`config.mk`:
```
export PLATFORM = sky130hd
export DESIGN_NAME = jk_bank_sequencer
export DESIGN_NICKNAME = d
export VERILOG_FILES = /design/src/rtl/jk_seq_pkg.sv /design/src/rtl/rr_arbiter.sv /design/src/rtl/jk_bank_sequencer.sv
export SDC_FILE = /design/constraint.sdc
export NUM_CORES = 1
export LEC_CHECK = 0
export CORE_ASPECT_RATIO = 1.1
export CORE_UTILIZATION = 45
export DETAILED_ROUTE_END_ITERATION = 7
export PLACE_DENSITY = 0.79
export SYNTH_ARGS = -nofsm -noshare
export SYNTH_HDL_FRONTEND = slang
export SYNTH_SLANG_ARGS = --single-unit
```
`constraint.sdc`:
```
create_clock -name clk -period 8.5 [get_ports clk]
set_input_delay 1.7 -clock clk [delete_from_list [all_inputs] [get_ports clk]]
set_output_delay 1.7 -clock clk [all_outputs]
set_load 0.01 [all_outputs]
```
`src/rtl/jk_seq_pkg.sv`:
```
// Package shared by the JK bank sequencer and its testbench.
// Holds the command opcodes, the sequencer FSM state encoding and the
// per-bit decode from a (command, mask bit) pair to the bank's J/K pair.
package jk_seq_pkg;

  // Command opcodes as presented on req_op
  localparam logic [1:0] OP_HOLD = 2'b00;
  localparam logic [1:0] OP_CLR  = 2'b01;
  localparam logic [1:0] OP_SET  = 2'b10;
  localparam logic [1:0] OP_TGL  = 2'b11;

  // Sequencer FSM states
  typedef enum logic [1:0] {
    IDLE   = 2'b00,
    DRIVE  = 2'b01,
    SETTLE = 2'b10
  } seq_state_t;

  // Decode one bank bit: returns {j, k}. An unmasked bit is left alone
  // (j=k=0, which a JK flop treats as hold).
  function automatic logic [1:0] jk_decode(input logic [1:0] op, input logic mask_bit);
    logic [1:0] jk;
    jk = 2'b00;
    if (mask_bit) begin
      case (op)
        OP_HOLD: jk = 2'b00;
        OP_CLR:  jk = 2'b01;
        OP_SET:  jk = 2'b10;
        OP_TGL:  jk = 2'b11;
        default: jk = 2'b00;
      endcase
    end
    return jk;
  endfunction

endpackage

```
`src/rtl/rr_arbiter.sv`:
```
// Purely combinational round-robin arbiter.
// Ports:
//   req   - request vector, one bit per requester
//   ptr   - index where the search starts (highest priority); wraps modulo N
//   grant - one-hot grant of the first requester found from ptr, or all zero
//   idx   - binary index of the granted requester (0 when nothing is granted)
// The pointer register itself lives in the instantiating sequencer.
module rr_arbiter #(
  parameter int N  = 4,
  parameter int IW = $clog2(N)
) (
  input  logic [N-1:0]  req,
  input  logic [IW-1:0] ptr,
  output logic [N-1:0]  grant,
  output logic [IW-1:0] idx
);

  // Walk the requesters starting at ptr and wrapping; the first asserted
  // request wins. cand carries one extra bit so ptr+k cannot overflow
  // before the modulo-N wrap is applied.
  always_comb begin
    logic [IW:0]   cand;
    logic [IW-1:0] cand_idx;
    logic          found;
    grant    = '0;
    idx      = '0;
    found    = 1'b0;
    cand     = '0;
    cand_idx = '0;
    for (int k = 0; k < N; k++) begin
      cand = {1'b0, ptr} + (IW+1)'(k);
      if (cand >= (IW+1)'(N)) begin
        cand = cand - (IW+1)'(N);
      end
      cand_idx = cand[IW-1:0];
      if (!found && req[cand_idx]) begin
        found           = 1'b1;
        grant[cand_idx] = 1'b1;
        idx             = cand_idx;
      end
    end
  end

endmodule

```
`src/rtl/jk_bank_sequencer.sv`:
```
// Round-robin command sequencer in front of a shared bank of master-slave
// JK flip-flops. One requester is granted at a time; its hold/clear/set/
// toggle command is applied to the masked bits for exactly one capture
// edge, the slave stage is given a cycle to settle, and the resulting Q
// is handed back with the requester's index.
// Ports:
//   clk        - rising-edge clock for all state in this block
//   reset      - asynchronous active-high clear
//   req_valid  - per-requester command valid
//   req_op     - per-requester opcode, requester i at [2i+1:2i]
//   req_mask   - per-requester bit mask, requester i at [WIDTH*i +: WIDTH]
//   req_ready  - one-hot accept, only in IDLE
//   j_out      - J inputs of the bank (nonzero only in DRIVE)
//   k_out      - K inputs of the bank (nonzero only in DRIVE)
//   q_in       - slave Q outputs of the bank
//   done_valid - single-cycle completion pulse
//   done_id    - requester index of the completed command
//   done_q     - bank Q sampled at the end of SETTLE
//   busy       - high while in DRIVE or SETTLE
module jk_bank_sequencer
  import jk_seq_pkg::*;
#(
  parameter int NREQ  = 4,
  parameter int WIDTH = 8
) (
  input  logic                     clk,
  input  logic                     reset,
  input  logic [NREQ-1:0]          req_valid,
  input  logic [2*NREQ-1:0]        req_op,
  input  logic [WIDTH*NREQ-1:0]    req_mask,
  output logic [NREQ-1:0]          req_ready,
  output logic [WIDTH-1:0]         j_out,
  output logic [WIDTH-1:0]         k_out,
  input  logic [WIDTH-1:0]         q_in,
  output logic                     done_valid,
  output logic [$clog2(NREQ)-1:0]  done_id,
  output logic [WIDTH-1:0]         done_q,
  output logic                     busy
);

  localparam int IDX_W = $clog2(NREQ);

  seq_state_t       state;
  logic [IDX_W-1:0] ptr;
  logic [IDX_W-1:0] cmd_id;
  logic [IDX_W-1:0] win_idx;
  logic [NREQ-1:0]  win_grant;
  logic [1:0]       win_op;
  logic [WIDTH-1:0] win_mask;
  logic [WIDTH-1:0] drive_j;
  logic [WIDTH-1:0] drive_k;
  logic             handshake;
  logic [IDX_W-1:0] ptr_next;

  // Winner selection is combinational from req_valid and the pointer.
  rr_arbiter #(
    .N  (NREQ),
    .IW (IDX_W)
  ) u_arbiter (
    .req   (req_valid),
    .ptr   (ptr),
    .grant (win_grant),
    .idx   (win_idx)
  );

  // Grants are only offered while idle; reset is folded in so that ready
  // reads zero for the whole time reset is held, even with requests pending.
  assign req_ready = (state == IDLE && !reset) ? win_grant : '0;
  assign handshake = |(req_valid & req_ready);

  // Pointer moves one past the winner so the winner gets lowest priority
  // on the next round.
  assign ptr_next = (win_idx == IDX_W'(NREQ - 1)) ? '0 : win_idx + IDX_W'(1);

  // Pull the winner's command out of the packed request buses and decode
  // it into the J/K pattern that is registered on the handshake edge, so
  // the bank sees it throughout DRIVE.
  always_comb begin
    win_op   = req_op[2*int'(win_idx) +: 2];
    win_mask = req_mask[WIDTH*int'(win_idx) +: WIDTH];
    drive_j  = '0;
    drive_k  = '0;
    for (int b = 0; b < WIDTH; b++) begin
      {drive_j[b], drive_k[b]} = jk_decode(win_op, win_mask[b]);
    end
  end

  // Main sequencer FSM. IDLE accepts a command and registers its J/K
  // pattern; DRIVE holds that pattern for the bank's single capture edge;
  // SETTLE zeroes J/K and waits for the falling-edge slave update, then
  // samples q_in on the edge that returns to IDLE. done_valid defaults low
  // every cycle so it can only ever be a one-cycle pulse, and a reset
  // mid-command simply drops everything without reporting.
  always_ff @(posedge clk or posedge reset) begin
    if (reset) begin
      state      <= IDLE;
      ptr        <= '0;
      cmd_id     <= '0;
      j_out      <= '0;
      k_out      <= '0;
      done_valid <= 1'b0;
      done_id    <= '0;
      done_q     <= '0;
      busy       <= 1'b0;
    end else begin
      done_valid <= 1'b0;
      case (state)
        IDLE: begin
          if (handshake) begin
            cmd_id <= win_idx;
            ptr    <= ptr_next;
            j_out  <= drive_j;
            k_out  <= drive_k;
            busy   <= 1'b1;
            state  <= DRIVE;
          end
        end
        DRIVE: begin
          j_out <= '0;
          k_out <= '0;
          state <= SETTLE;
        end
        SETTLE: begin
          done_q     <= q_in;
          done_id    <= cmd_id;
          done_valid <= 1'b1;
          busy       <= 1'b0;
          state      <= IDLE;
        end
        default: begin
          j_out <= '0;
          k_out <= '0;
          busy  <= 1'b0;
          state <= IDLE;
        end
      endcase
    end
  end

endmodule

```
**After elaboration in Yosys (flattened, before gate mapping)**

Index checks and enable logic that the tools add are counted.

- $lt $le $gt $ge: 12
- Add/sub/neg operators: 8
- Reduce and logical (&&, ||, !) cells: 18
- Equality and inequality tests: 7
- Bitwise logic cells: 6
- Shifts and indexed selects: 2
- Muxes and demuxes: 51

Operator list:

| operator | count |
|---|---|
| 2-bit 2-to-1 mux | 18 |
| 8-bit one-hot mux with 2 select lines | 2 |
| 32-bit by 6-bit indexed part select with 8-bit output | 1 |
| 4-bit 2-to-1 mux | 5 |
| 8-bit 2-to-1 mux | 2 |
| 1-bit 2-to-1 mux | 13 |
| 2-bit by 3-bit less-than comparator with 1-bit output (second input constant) | 4 |
| 4-bit bitwise OR | 3 |
| 3-bit >= comparator (second input constant) | 3 |
| 1-bit binary-select mux with 2-bit select | 4 |
| 1-bit demux with 2-bit select | 4 |
| 2-bit == test (second input constant) | 4 |
| 2-bit by 1-bit >= comparator with 1-bit output (second input constant) | 4 |
| 1-bit logical AND | 8 |
| 2-bit one-hot mux with 4 select lines | 1 |
| 8-bit by 4-bit indexed part select with 2-bit output | 1 |
| 2-bit by 1-bit subtractor with 2-bit output (second input constant) | 4 |
| 2-bit by 2-bit adder with 3-bit output (second input constant) | 2 |
| 2-bit AND reduction | 3 |
| 4-bit bitwise AND | 1 |
| 2-bit by 1-bit == test with 1-bit output (second input constant) | 2 |
| 1-bit zero test | 4 |
| 2-bit zero test | 2 |
| 2-bit one-hot mux with 2 select lines | 1 |
| other kinds (7) | 8 |

- Register bits: 34
- Logic and storage cells: 113
- Bits of input ports: 54
- Output and inout bits: 32

**Logic depth before layout (Yosys ltp)**

- Word-level depth: 20
- Mapped depth: 14
- Mapped depth without buffers: 9

**Modules after synthesis**

A second synthesis with hierarchy kept.

- Cell total of the unflattened synthesis: 196
- Area, all modules: 2224.6 sq um

Modules (own cells, without submodules):

| module | times used | seq. area each (sq um) | area each (sq um) | cells an instance |
|---|---|---|---|---|
| jk_bank_sequencer | 1 | 850.8 | 1735.4 | 131 |
| rr_arbiter | 1 | 0.0 | 489.2 | 65 |

**Worst setup path after synthesis**

Ideal clock, no wire load.

- Kind: in2out
- Start point: input req_valid[3]
- End point: output req_ready[3]
- Buffers on the path: 2
- Path slack: 3696 ps
- Arrival time: 3104 ps
- Required time: 6800 ps
- Cell stages on the path: 6
- Cells stage by stage: clkbuf_1 > mux4_2 > buf_6 > a22oi_1 > a21oi_1 > nor2_1

- Word-level cells in the longest chain between the ends: 13
- Elaborated cells on any way between the ends: 25
- Classes of those cells: mux (16); bitwise (3); reduce/logical (6)

RTL lines:

| element | RTL line | RTL |
|---|---|---|
| start: declaration | jk_bank_sequencer.sv:28 | `input logic [NREQ-1:0] req_valid,` |
| 1-bit binary-select mux with 2-bit select | rr_arbiter.sv:36 | `if (!found && req[cand_idx]) begin` |
| 1-bit 2-to-1 mux (not written as such) | rr_arbiter.sv:36 |  |
| 1-bit 2-to-1 mux | rr_arbiter.sv:36 |  |
| 1-bit zero test | rr_arbiter.sv:36 |  |
| 1-bit logical AND | rr_arbiter.sv:36 |  |
| 1-bit 2-to-1 mux | rr_arbiter.sv:36 |  |
| 1-bit zero test | rr_arbiter.sv:36 |  |
| 1-bit logical AND | rr_arbiter.sv:36 |  |
| 1-bit 2-to-1 mux | rr_arbiter.sv:36 |  |
| 1-bit zero test | rr_arbiter.sv:36 |  |
| 1-bit logical AND | rr_arbiter.sv:36 |  |
| 4-bit 2-to-1 mux (*) | rr_arbiter.sv:36 |  |
| 4-bit 2-to-1 mux (*) | jk_bank_sequencer.sv:68 | `assign req_ready = (state == IDLE && !reset) ? win_grant : '0;` |
| end: declaration | jk_bank_sequencer.sv:31 | `output logic [NREQ-1:0] req_ready,` |

Every way passes the cells marked *; elsewhere a longest branch is shown, timed or not. The select of a mux whose other input is x is not followed.

**Worst setup path in the final report**

- Start point: input req_valid[2]
- End point: output req_ready[3]

The elaborated chain is that of the path after synthesis.

==> metrics.cfg <==
[run_status]
status = complete, no violations

[critical_path]
cp-end-kind = output pin
slowest_stage = mux4_2
crit_chain = clkdlybuf4s50_1 > mux4_2 > or3b_1 > a22oi_1 > a21oi_1 > nor2_1 > clkdlybuf4s50_1
critical_path_required_ns = 6.80
cpPeakStageDelay_ns = 0.65
cp_max_fo = 12
start_kind = primary input
r2r_setup_slack_ns = 4.31
crit_top_cell = clkdlybuf4s50_1
cp_data_arrival_time_ns = 4.33
critPathKind = primary input to output pin

[cts]
cts_tree = done
cts_root_buf = clkbuf_8
clkSinkCount = 34
clk_pin_slew_ns = 0.07
cts_resized = 0
cts_hold_buf = 0
cts.path.max_buffers = 2
cts_setup_buffers = 0
clk_latency_ns = 0.29
cts_max_level = 2
cts_buffers = 5

[global_routing]
grt_max_degree = 35
antenna_found_initial = 0
grt_use_met3_pct = 5.395
grt_use_total_pct = 23.47
grt_pass1_vias = 2276
top_usage_layer = met2
grt_pass1_wl_mm = 10.75
grt_overflow = 0
grt_util_met2_pct = 39.17
met1_usage_pct = 29.94

[synthesis]
netlist_instances = 258
synth-seq-cells = 34
syn-mean-instance-area_um2 = 9.777
synth_nets = 320
yosysWarnings = 0
synth_top_area_share_pct = 33.73
ys_seq_area_share_pct = 33.73
synth_area_leaders = dfrtp_1, mux2_2, o2111ai_1, o31ai_1, ha_1
syn_area_um2 = 2522
yosysTopAreaCell = dfrtp_1
ys_types = 48

[timing]
finalHoldViolCount = 0
fin_crit_sh_pct = 70.98
setup_tns_ns = 0
max_freq_ghz = 0.1657
rsz0062_at_grt = no
setup_violations = 0
tightest_slew_ns = 1.151
relSlewSlack_pct = 22.96
layout_min_cycle_time_ns = 6.034
finClkSkew_ns = 0.006015
maxSlewViolCount = 0
whs_ns = 0.4757

[route]
ant_nets = 0
firstDrtPassIters = 4
vias_per_cell = 5.806
vias = 2334
drt_iter0_markers = 117
wirelength_mm = 6.606
remaining_drc_errors = 0
routedWlPerCell_um = 16.43

[power_and_ir_drop]
leakage_nw = 1.359
powerDensity_nw_per_um2 = 346.4
net-switching-power_mw = 0.5606
swShare_pct = 47.25
combPwrFrac_pct = 67.7
internal_power_mw = 0.6259
seqPwrFrac_pct = 22.9
clockPowerShare_pct = 9.4
peakVddDrop_v = 0.0001699
power_mw = 1.187

[floorplan]
rows = 28
die_area_um2 = 5909
io_pins = 86
core_um2 = 5395
chipWidth_um = 73.39
initial_core_util_pct = 46.75
dieHeight_um = 80.52

[cells_and_area]
fin_nets = 389
drive_gt1_share_pct = 11.62
area_growth_pct = 35.81
final_common_cell = clkdlybuf4s50_1
insertedDiodeCount = 0
finalInstanceArea_um2 = 3426
final_cell_mix = clkdlybuf4s50_1, dfrtp_1, o21ai_0, a21oi_1
fin_util_pct = 63.50

[placement]
gp_congestion = 0.8516
io_buffers = 85
postPlaceCellArea_um2 = 3347
hpwl_mm = 4.815

[worst_hold_path]
min_path_type = flop to flop

[flow_run]
drv_cap = 0

-- layer usage --
| metal | up-vias | part of all wire, % |
|---|---|---|
| met4 | 0 | 1.6 |
| met3 | 12 | 3.9 |
| li1 | 1133 | - |
| met2 | 57 | 52 |
| met5 | - | 0 |
| met1 | 1132 | 43 |
-- Yosys cell counts, drive strengths merged --
library cell,instances
ha,8
nand3,10
o21ai,20
a22oi,6
o211a,1
and3b,1
or3b,4
buf,14
a311oi,9
o32ai,2
a32oi,1
a211o,2
or3,2
a21o,1
o32a,1
inv,12
a21oi,18
o2111ai,14
nand2,15
o21a,1
mux4,3
dfrtp,34
nor3,2
clkbuf,10
mux2i,10
a211oi,10
a221oi,1
mux2,16
o31ai,14
clkinv,2
nor2,10
nor3b,1
and2,1
a311o,1
nor2b,1
-- metrics by stage --
step	std cells	worst slack (ns)
after CTS	402	2.472
after global placement	395	2.510
after detailed placement	395	2.463
after global routing	402	2.301
after floorplan	258	3.696
final	402	2.466
-- cell type report --
cell class / instances / area (um^2)
Clock buffer: 5 / 68.82
Clock inverter: 2 / 10.01
Fill cell: 497 / 1969
Inverter: 14 / 52.55
Multi-Input combinational cell: 186 / 1491
Sequential cell: 34 / 850.8
Tap cell: 75 / 93.84
Timing Repair Buffer: 86 / 858.3
-- worst max-delay path: cells and delay by family --
family / cells / cell delay [ns]
buffers and inverters: 2 / 1.14
multiplexers: 1 / 0.65
AO/OA/AOI/OAI: 2 / 0.36
AND/OR/NAND/NOR: 2 / 0.47
-- logic make-up after synthesis --
family          synth area share (%)
mux                            14.09
fa+ha+maj                      3.968
buf+inv                        7.143
simple gates                   9.623
compound gates                 31.45
flops                          33.73
-- state kept, by name, indices dropped and copies added (netlist names) --
register    flops
done_q          8
j_out           8
k_out           8
cmd_id          2
done_id         2
ptr             2
state           2
busy            1
done_valid      1
-- worst paths after layout --
check	depth (start not counted)	start	endpoint
hold reg to reg	1	state[1]$_DFFE_PP0P_	state[1]$_DFFE_PP0P_
max in group asynchronous	3	reset	k_out[7]$_DFFE_PP0P_
setup reg to reg	8	ptr[0]$_DFFE_PP0P_	ptr[0]$_DFFE_PP0P_
hold / removal	1	state[1]$_DFFE_PP0P_	state[1]$_DFFE_PP0P_
setup / recovery	7	req_valid[2]	req_ready[3]
min in group asynchronous	3	reset	done_q[3]$_DFFE_PP0P_
-- power groups by stage --
stage / Combinational (mW) / Clock (mW) / Sequential, mW
2_1_floorplan: 0.591 / 0 / 0.276
3_3_place_gp: 0.784 / 0 / 0.271
3_5_place_dp: 0.798 / 0 / 0.274
4_1_cts: 0.801 / 0.114 / 0.271
5_1_grt: 0.871 / 0.122 / 0.279
6_report: 0.804 / 0.112 / 0.271
(Power assumes the default switching activity.)
